==> config.mk <==
export PLATFORM = sky130hd
export DESIGN_NAME = inst_sequencer
export DESIGN_NICKNAME = d
export VERILOG_FILES = /design/src/rtl/inst_sequencer_pkg.sv /design/src/rtl/inst_sequencer_prog_mem.sv /design/src/rtl/inst_sequencer.sv
export SDC_FILE = /design/constraint.sdc
export NUM_CORES = 1
export LEC_CHECK = 0
export CORE_MARGIN = 2
export CORE_UTILIZATION = 45
export CTS_CLUSTER_SIZE = 20
export DETAILED_ROUTE_END_ITERATION = 10
export SLEW_MARGIN = 5
export SYNTH_ARGS = -nofsm -noshare
export SYNTH_HDL_FRONTEND = slang
export SYNTH_SLANG_ARGS = --single-unit
==> constraint.sdc <==
create_clock -name clk -period 5.2 [get_ports clk]
set_input_delay 0.52 -clock clk [delete_from_list [all_inputs] [get_ports clk]]
set_output_delay 0.52 -clock clk [all_outputs]
set_load 0.01 [all_outputs]
==> src/rtl/inst_sequencer_pkg.sv <==
// Shared constants, core opcodes and controller state encoding for the
// instruction sequencer that feeds the 8-bit CPU core.
package inst_sequencer_pkg;

   localparam int DEF_DEPTH  = 8;
   localparam int DEF_ADDR_W = 3;

   // Upper-nibble opcodes understood by the core
   localparam logic [3:0] OP_MVR = 4'h0;
   localparam logic [3:0] OP_LDB = 4'h1;
   localparam logic [3:0] OP_STB = 4'h2;
   localparam logic [3:0] OP_RDS = 4'h3;
   localparam logic [3:0] OP_NOP = 4'h4;
   localparam logic [3:0] OP_ALU = 4'hB;

   // Idle byte: a real NOP, never 8'h00 (that decodes as MVR)
   localparam logic [7:0] DEF_NOP_INST = {OP_NOP, 4'h0};

   typedef enum logic [1:0] {
      ST_IDLE = 2'd0,
      ST_RUN  = 2'd1,
      ST_DONE = 2'd2
   } seq_state_e;

   // Memory word layout: opcode byte in the upper half, operand below
   function automatic logic [15:0] pack_pair(input logic [7:0] inst,
                                             input logic [7:0] operand);
      return {inst, operand};
   endfunction

endpackage

==> src/rtl/inst_sequencer_prog_mem.sv <==
// Program store: DEPTH x 16 register array, one write port, combinational read.
// Contents are not reset; the controller's entry count decides validity.
module inst_sequencer_prog_mem
   import inst_sequencer_pkg::*;
#(
   parameter int DEPTH  = DEF_DEPTH,
   parameter int ADDR_W = DEF_ADDR_W
) (
   input  logic              clk,
   input  logic              we_i,
   input  logic [ADDR_W-1:0] waddr_i,
   input  logic [15:0]       wdata_i,
   input  logic [ADDR_W-1:0] raddr_i,
   output logic [15:0]       rdata_o
);

   logic [15:0] mem_q [DEPTH];

   // Write the addressed entry on an accepted load
   always_ff @(posedge clk) begin
      if (we_i) begin
         mem_q[waddr_i] <= wdata_i;
      end
   end

   assign rdata_o = mem_q[raddr_i];

endmodule

==> src/rtl/inst_sequencer.sv <==
// Instruction sequencer: loads a short program of opcode/operand pairs and
// replays it to the CPU core one pair per cycle, driving NOP otherwise.
//
// Load handshake: a pair is accepted on a rising edge where load_valid and
// load_ready are both high; load_ready depends only on state, fill level,
// run and clear, never on load_valid. A load_valid that meets load_ready low
// because the store is full or the sequencer is not idle is dropped and
// flags ovf (sticky until reset).
module inst_sequencer
   import inst_sequencer_pkg::*;
#(
   parameter int         DEPTH    = DEF_DEPTH,
   parameter int         ADDR_W   = DEF_ADDR_W,
   parameter logic [7:0] NOP_INST = DEF_NOP_INST
) (
   input  logic              clk,
   input  logic              rst_n,
   input  logic              load_valid,
   output logic              load_ready,
   input  logic [7:0]        load_inst,
   input  logic [7:0]        load_operand,
   input  logic              run,
   input  logic              hold,
   input  logic              clear,
   output logic [7:0]        cpu_inst,
   output logic [7:0]        cpu_operand,
   output logic              issue_valid,
   output logic [ADDR_W:0]   count,
   output logic              busy,
   output logic              done,
   output logic              ovf,
   output seq_state_e        dbg_state
);

   localparam logic [ADDR_W:0] FULL_CNT = (ADDR_W+1)'(DEPTH);

   seq_state_e        state_q;
   logic [ADDR_W-1:0] wr_ptr_q;
   logic [ADDR_W-1:0] rd_ptr_q;
   logic [ADDR_W:0]   count_q;
   logic [ADDR_W:0]   issued_q;
   logic [7:0]        cpu_inst_q;
   logic [7:0]        cpu_operand_q;
   logic              issue_valid_q;
   logic              ovf_q;
   logic              ovf_d;
   logic              load_fire;
   logic [15:0]       rd_pair;

   assign load_ready = (state_q == ST_IDLE) && (count_q < FULL_CNT) && !run && !clear;
   assign load_fire  = load_valid && load_ready;

   inst_sequencer_prog_mem #(
      .DEPTH  (DEPTH),
      .ADDR_W (ADDR_W)
   ) u_prog_mem (
      .clk     (clk),
      .we_i    (load_fire),
      .waddr_i (wr_ptr_q),
      .wdata_i (pack_pair(load_inst, load_operand)),
      .raddr_i (rd_ptr_q),
      .rdata_o (rd_pair)
   );

   // Overflow flag: a refused load that is not just a run/clear collision in IDLE
   always_comb begin
      ovf_d = ovf_q;
      if (load_valid && ((state_q != ST_IDLE) || (count_q == FULL_CNT))) begin
         ovf_d = 1'b1;
      end
   end

   // Controller FSM with registered issue outputs
   always_ff @(posedge clk) begin
      if (!rst_n) begin
         state_q       <= ST_IDLE;
         wr_ptr_q      <= '0;
         rd_ptr_q      <= '0;
         count_q       <= '0;
         issued_q      <= '0;
         cpu_inst_q    <= NOP_INST;
         cpu_operand_q <= 8'h00;
         issue_valid_q <= 1'b0;
         ovf_q         <= 1'b0;
      end else begin
         ovf_q         <= ovf_d;
         // NOP unless an entry is issued below
         cpu_inst_q    <= NOP_INST;
         cpu_operand_q <= 8'h00;
         issue_valid_q <= 1'b0;
         case (state_q)
            ST_IDLE: begin
               if (clear) begin
                  count_q  <= '0;
                  wr_ptr_q <= '0;
               end else if (run && (count_q != '0)) begin
                  rd_ptr_q <= '0;
                  issued_q <= '0;
                  state_q  <= ST_RUN;
               end else if (load_fire) begin
                  wr_ptr_q <= wr_ptr_q + 1'b1;
                  count_q  <= count_q + 1'b1;
               end
            end
            ST_RUN: begin
               if (clear) begin
                  count_q  <= '0;
                  wr_ptr_q <= '0;
                  state_q  <= ST_IDLE;
               end else if (issued_q == count_q) begin
                  state_q <= ST_DONE;
               end else if (!hold) begin
                  cpu_inst_q    <= rd_pair[15:8];
                  cpu_operand_q <= rd_pair[7:0];
                  issue_valid_q <= 1'b1;
                  rd_ptr_q      <= rd_ptr_q + 1'b1;
                  issued_q      <= issued_q + 1'b1;
               end
            end
            ST_DONE: begin
               if (clear) begin
                  count_q  <= '0;
                  wr_ptr_q <= '0;
                  state_q  <= ST_IDLE;
               end else if (run) begin
                  rd_ptr_q <= '0;
                  issued_q <= '0;
                  state_q  <= ST_RUN;
               end
            end
            default: begin
               state_q <= ST_IDLE;
            end
         endcase
      end
   end

   assign cpu_inst    = cpu_inst_q;
   assign cpu_operand = cpu_operand_q;
   assign issue_valid = issue_valid_q;
   assign count       = count_q;
   assign busy        = (state_q == ST_RUN);
   assign done        = (state_q == ST_DONE);
   assign ovf         = ovf_q;
   assign dbg_state   = state_q;

endmodule
Word level (Yosys, flattened, before mapping). Memory sizes are Yosys's and may differ from the RTL's. A register that Yosys moved wholly into a read port is not among the register bits. Index checks and enable logic that the tools add are counted.

Bits in registers: 18. Memory bits (writable): 128. Input port bits: 22. Output and inout port bits: 27. Memories kept: 1.

$add $sub $neg: 4. Order comparisons: 1. Equal/unequal tests: 16. Multiplexer cells: 36. Bitwise logic cells: 2. Reduce and logical (&&, ||, !) cells: 20.

Memories: u_prog_mem.mem_q (depth 8, width 16, read ports 1, clocked after memory_dff 1, wr ports 1, RTL line inst_sequencer_prog_mem.sv:17) `logic [15:0] mem_q [DEPTH];`.

Operator list (number): $mux W4 (11); $mux W3 (11); $mux W2 (6); $ne A2 B2 Y1 const B (6); $pmux W4 S3 (1); $ne A3 B3 Y1 const B (3); $pmux W3 S3 (1); $add A4 B1 Y4 const B (2); $pmux W4 S2 (1); $reduce_and A4 Y1 (2); $reduce_and A8 Y1 (1); $add A3 B1 Y3 const B (2); $logic_and A1 B1 Y1 (6); $pmux W2 S3 (1); $pmux W3 S2 (1); $reduce_or A5 Y1 (1); $eq A4 B4 Y1 (1); $eq A4 B4 Y1 const B (1); $lt A4 B4 Y1 const B (1); $ne A2 B1 Y1 const B (2); $reduce_bool A2 Y1 (2); $reduce_bool A4 Y1 (1); $reduce_or A4 Y1 (1); $mux W1 (3); other kinds (9) (11).

Logic depth before layout (Yosys ltp).
Depth in word-level cells: 9. Depth in mapped cells: 8.

Hierarchy. A second synthesis with hierarchy kept.

Cells, all modules: 368. Area total of the unflattened synthesis: 6556.3 µm².

By module, submodules not included: inst_sequencer_prog_mem (instances 1, cells an instance 198, area an instance 4973.5 µm², seq. area each 3843.7 µm²); inst_sequencer (instances 1, cells an instance 170, area an instance 1582.8 µm², seq. area each 680.7 µm²).

Least setup slack after synthesis. OpenSTA, ideal clock, no wires.

Path type: register to register. From: register state_q[0] (netlist: dbg_state[0]). To: memory u_prog_mem.mem_q[1][0], enable pin. Data arrival time: 2442 ps. Data required time: 4791 ps. Slack: 2348 ps. Cell stages (with the launch flop): 6. Buffers on the path: 0. Cell sequence: dfxtp_1 inv_1 ha_1 nor4b_2 nand3_1 nor3_1.

Longest elaborated chain between the ends: 7.

Ends and longest elaborated chain: start, declared (RTL line inst_sequencer.sv:37) `seq_state_e state_q;`; start signal, assigned (RTL line inst_sequencer.sv:76) `state_q <= ST_IDLE;`; start signal, assigned (RTL line inst_sequencer.sv:99) `state_q <= ST_RUN;`; start signal, assigned (RTL line inst_sequencer.sv:109) `state_q <= ST_IDLE;`; $logic_not A2 Y1 (RTL line inst_sequencer.sv:50) `assign load_ready = (state_q == ST_IDLE) && (count_q < FULL_CNT) && !run && !clear;`; $logic_and A1 B1 Y1 (3 in series) (RTL line inst_sequencer.sv:50); named net load_ready (RTL line inst_sequencer.sv:19) `output logic load_ready,`; $logic_and A1 B1 Y1 (RTL line inst_sequencer.sv:51) `assign load_fire = load_valid && load_ready;`; $mux W1 (RTL line inst_sequencer_prog_mem.sv:21) `if (we_i) begin`; $mux W1 (not written as such) (RTL line inst_sequencer_prog_mem.sv:22) `mem_q[waddr_i] <= wdata_i;`; end, declared (RTL line inst_sequencer_prog_mem.sv:17).

The timed path passes the listed nets, and every way through them passes these cells.

Worst setup path after layout.
From: input clear. To: output load_ready.

Longest elaborated chain between the ends: 2.

Ends and longest elaborated chain: start, declared (RTL line inst_sequencer.sv:24) `input logic clear,`; $logic_not A1 Y1 (RTL line inst_sequencer.sv:50); $logic_and A1 B1 Y1 (RTL line inst_sequencer.sv:50); end, declared (RTL line inst_sequencer.sv:19).

Every way passes these cells.

==> summary.txt <==
Floorplanning
  – Initial Util: a little under half
  – Rows: 43
  – Placeable Area: roughly 0.014 mm2
  – DIE AREA: 0.0151 mm2
  – Die Width: 123 um
  – Die Ht: approximately 120 um
  – I/O pin count: between 40 and 50

Min path
  – Hold crit path type: flop to flop

Worst setup path
  – Setup crit start kind: input port
  – Worst setup path class: input port to output pin
  – Crit-path most repeated cell: clkdlybuf4s50_1
  – Crit path DAT: 2.24 ns
  – Cell family with most CP delay: buffers and inverters
  – Maximum fanout along the worst path: 12
  – CP max stage cell: clkdlybuf4s50_1
  – Crit path buf inv count: 2
  – WP data required: around 4.7 ns
  – Worst Setup End Kind: output pin
  – Critical path, cell by cell: clkdlybuf4s50_1 -> nor4b_2 -> clkdlybuf4s50_1
  – Slowest stage delay, CP: 0.63 ns

STA
  – Max Freq: 0.363 GHz
  – Worst slew pin tran: 0.925 ns
  – Slew Viols, Final: 0
  – Setup violators final: 0
  – Period minus WS final: 2.76 ns
  – Final hold violations: 0
  – RSZ-0062 raised after global routing: no
  – Final worst path period share: a little over half
  – Worst clock skew: around 0.0064 ns
  – Final setup margin: ~2.4 ns
  – Max_slew headroom: 38.2%
  – Setup TNS Final: 0 ns

Clocking
  – Post-CTS Resized: 0
  – TritonCTS Buffers: 17
  – Root Driver: clkbuf_16
  – Skew-Pair Late Insertion Delay: between 0.4 and 0.5 ns
  – CTS Sinks: 162
  – Htree depth: 4
  – Maximum root-to-sink buffer count: 2
  – Worst-path clk slew: approximately 0.060 ns
  – CTS Hold Buffers Added: 0
  – TritonCTS clock tree: done
  – Buffers inserted by post-CTS timing repair: 0

Drt
  – Vias per inst: 5.44
  – Met3 Wirelength: 525 um
  – Post-route ant nets: 0
  – Post-Route M1 WL: 5.59 mm
  – Drc violations: 0
  – Drt first-iter violations: 250
  – Routed wl met2: roughly 6 mm
  – Max layer used: met4
  – WL/cell: ~20 um
  – Via count: 3370
  – Final wirelength: 12.2 mm
  – Number of iterations in the first detailed-routing pass: 4

Cells and area
  – Fin nets: ~460
  – Final std cells w/o fill: 620
  – # fillers: approximately 1100
  – Area growth from synthesis to layout: 19.9%
  – Most common cell after layout, fill and taps aside: edfxtp_1
  – Post-route cell area: 0.00763 mm2
  – Ant. Diodes: 0
  – Commonest non-fill, non-tap cells in the layout: 128 x edfxtp_1, 48 x clkdlybuf4s50_1, 33 x dfxtp_1
  – Share of layout cells above drive strength 1: 18.2%

Synthesis
  – Syn_nets: 396
  – Seq/Total Area, Yosys: 71.1%
  – Library cells used by synthesis: 42
  – Ys async rst share: 0%
  – Post-Synthesis Cells: 365
  – Synthesized area per cell: 17.4 um2
  – Synth Cell Area: 0.00636 mm2
  – YS warnings: 0
  – #FFs+latches synth: 162
  – Prevailing post-synth register cell: edfxtp_1
  – Number of flops mapped to enable cells by yosys: 128

Global routing
  – Grt total ovfl: 0
  – Largest net degree at the start of global routing: 36
  – GRT Util Overall: 17.6%
  – Vias in the first global route: approximately 3300
  – Initial antenna violation count: 0
  – Global-route wire length before repair: about 19 mm

Placement
  – Placed cells: 588
  – Gpl congestion: 0.776
  – # port buffers: 48
  – Dpl ws: 2.12 ns
  – DP HPWL: about 7.1 mm
  – Area after DPL: slightly above 0.007 mm2

Power and ir drop
  – P_leak: 2.44 nW
  – Worst IR Drop VDD: 0.000219 V
  – Power Density: 359 mW/mm2
  – Total power draw: 0.00274 W

Run status
  – Status: completed

Flow run
  – Max_cap viols: 0
==> where the power goes <==
| part | internal [W] | switching [W] |
|---|---|---|
| Clock | 0.000658 | 0.000485 |
| Sequential | 0.00141 | 0.00000992 |
| Combinational | 0.0000751 | 0.000100 |
==> logic make-up after synthesis <==
logic type | count (synthesis) | synth area share (%)
flops | 162 | 71.1
simple gates | 82 | 6.88
mux | 51 | 14.3
compound gates | 32 | 3.70
buf+inv | 25 | 1.59
fa+ha+maj | 9 | 1.77
xor+xnor | 4 | 0.669
==> synth_stat cells, types with 3 or more instances <==
library cell,instances,area share [%]
nand3_1,3,0.24
o21ai_0,4,0.31
a21oi_1,3,0.24
edfxtp_1,128,60
mux4_2,32,11
xor2_1,3,0.41
ha_1,9,1.8
nand2_1,15,0.88
buf_2,6,0.47
o22ai_1,5,0.49
dfxtp_1,34,11
clkbuf_1,9,0.53
nand2b_1,6,0.59
inv_1,9,0.53
nor2b_1,6,0.59
mux2i_1,19,3.0
nor3_1,5,0.39
nor2_1,27,1.6
nand3b_1,4,0.47
nand4_1,6,0.59
o41ai_1,3,0.41
a21boi_0,4,0.47
==> area by class of cell <==
type	instances	area, um2	share of cell area, %
flip-flops and latches	162	4530	59.3
inverters	9	33.8	0.443
well taps	180	225	2.95
clock inverters	9	86.3	1.13
multi-input cells	178	1750	22.9
clock buffers	23	448	5.87
repair buffers	59	563	7.38
==> path summary, 6_finish.rpt <==
| check | start | endpoint | slack [ns] | cells past startpoint |
|---|---|---|---|---|
| min reg2reg | ovf$_SDFFE_PN0P_ | ovf$_SDFFE_PN0P_ | 0.46 | 1 |
| min | ovf$_SDFFE_PN0P_ | ovf$_SDFFE_PN0P_ | 0.46 | 1 |
| max | clear | load_ready | 2.44 | 3 |
| max reg2reg | dbg_state[0]$_SDFFE_PN0P_ | u_prog_mem.mem_q[1][7]$_DFFE_PP_ | 2.69 | 6 |
==> routing by layer <==
layer  up-vias  track usage, %
met4         0            6.75
met3        16            4.61
li1       1553               -
met2        65            27.5
met1      1736            23.9
met5         -               0
==> registers in the layout, summed over array words and instances (netlist names) <==
signal,flops
rd_ptr_q,3
count,4
issued_q,4
wr_ptr_q,3
u_prog_mem.mem_q,128
ovf,1
dbg_state,2
issue_valid,1
cpu_operand,8
cpu_inst,8
==> metrics by stage <==
stage	utilization (%)	hold slack (ns)
3_3_place_gp	51.3	0.449
5_1_grt	55.2	0.477
6_report	55.2	0.461
2_1_floorplan	-	0.487
3_5_place_dp	51.3	0.454
4_1_cts	55.2	0.468
Power figures use the tool's default switching activity.
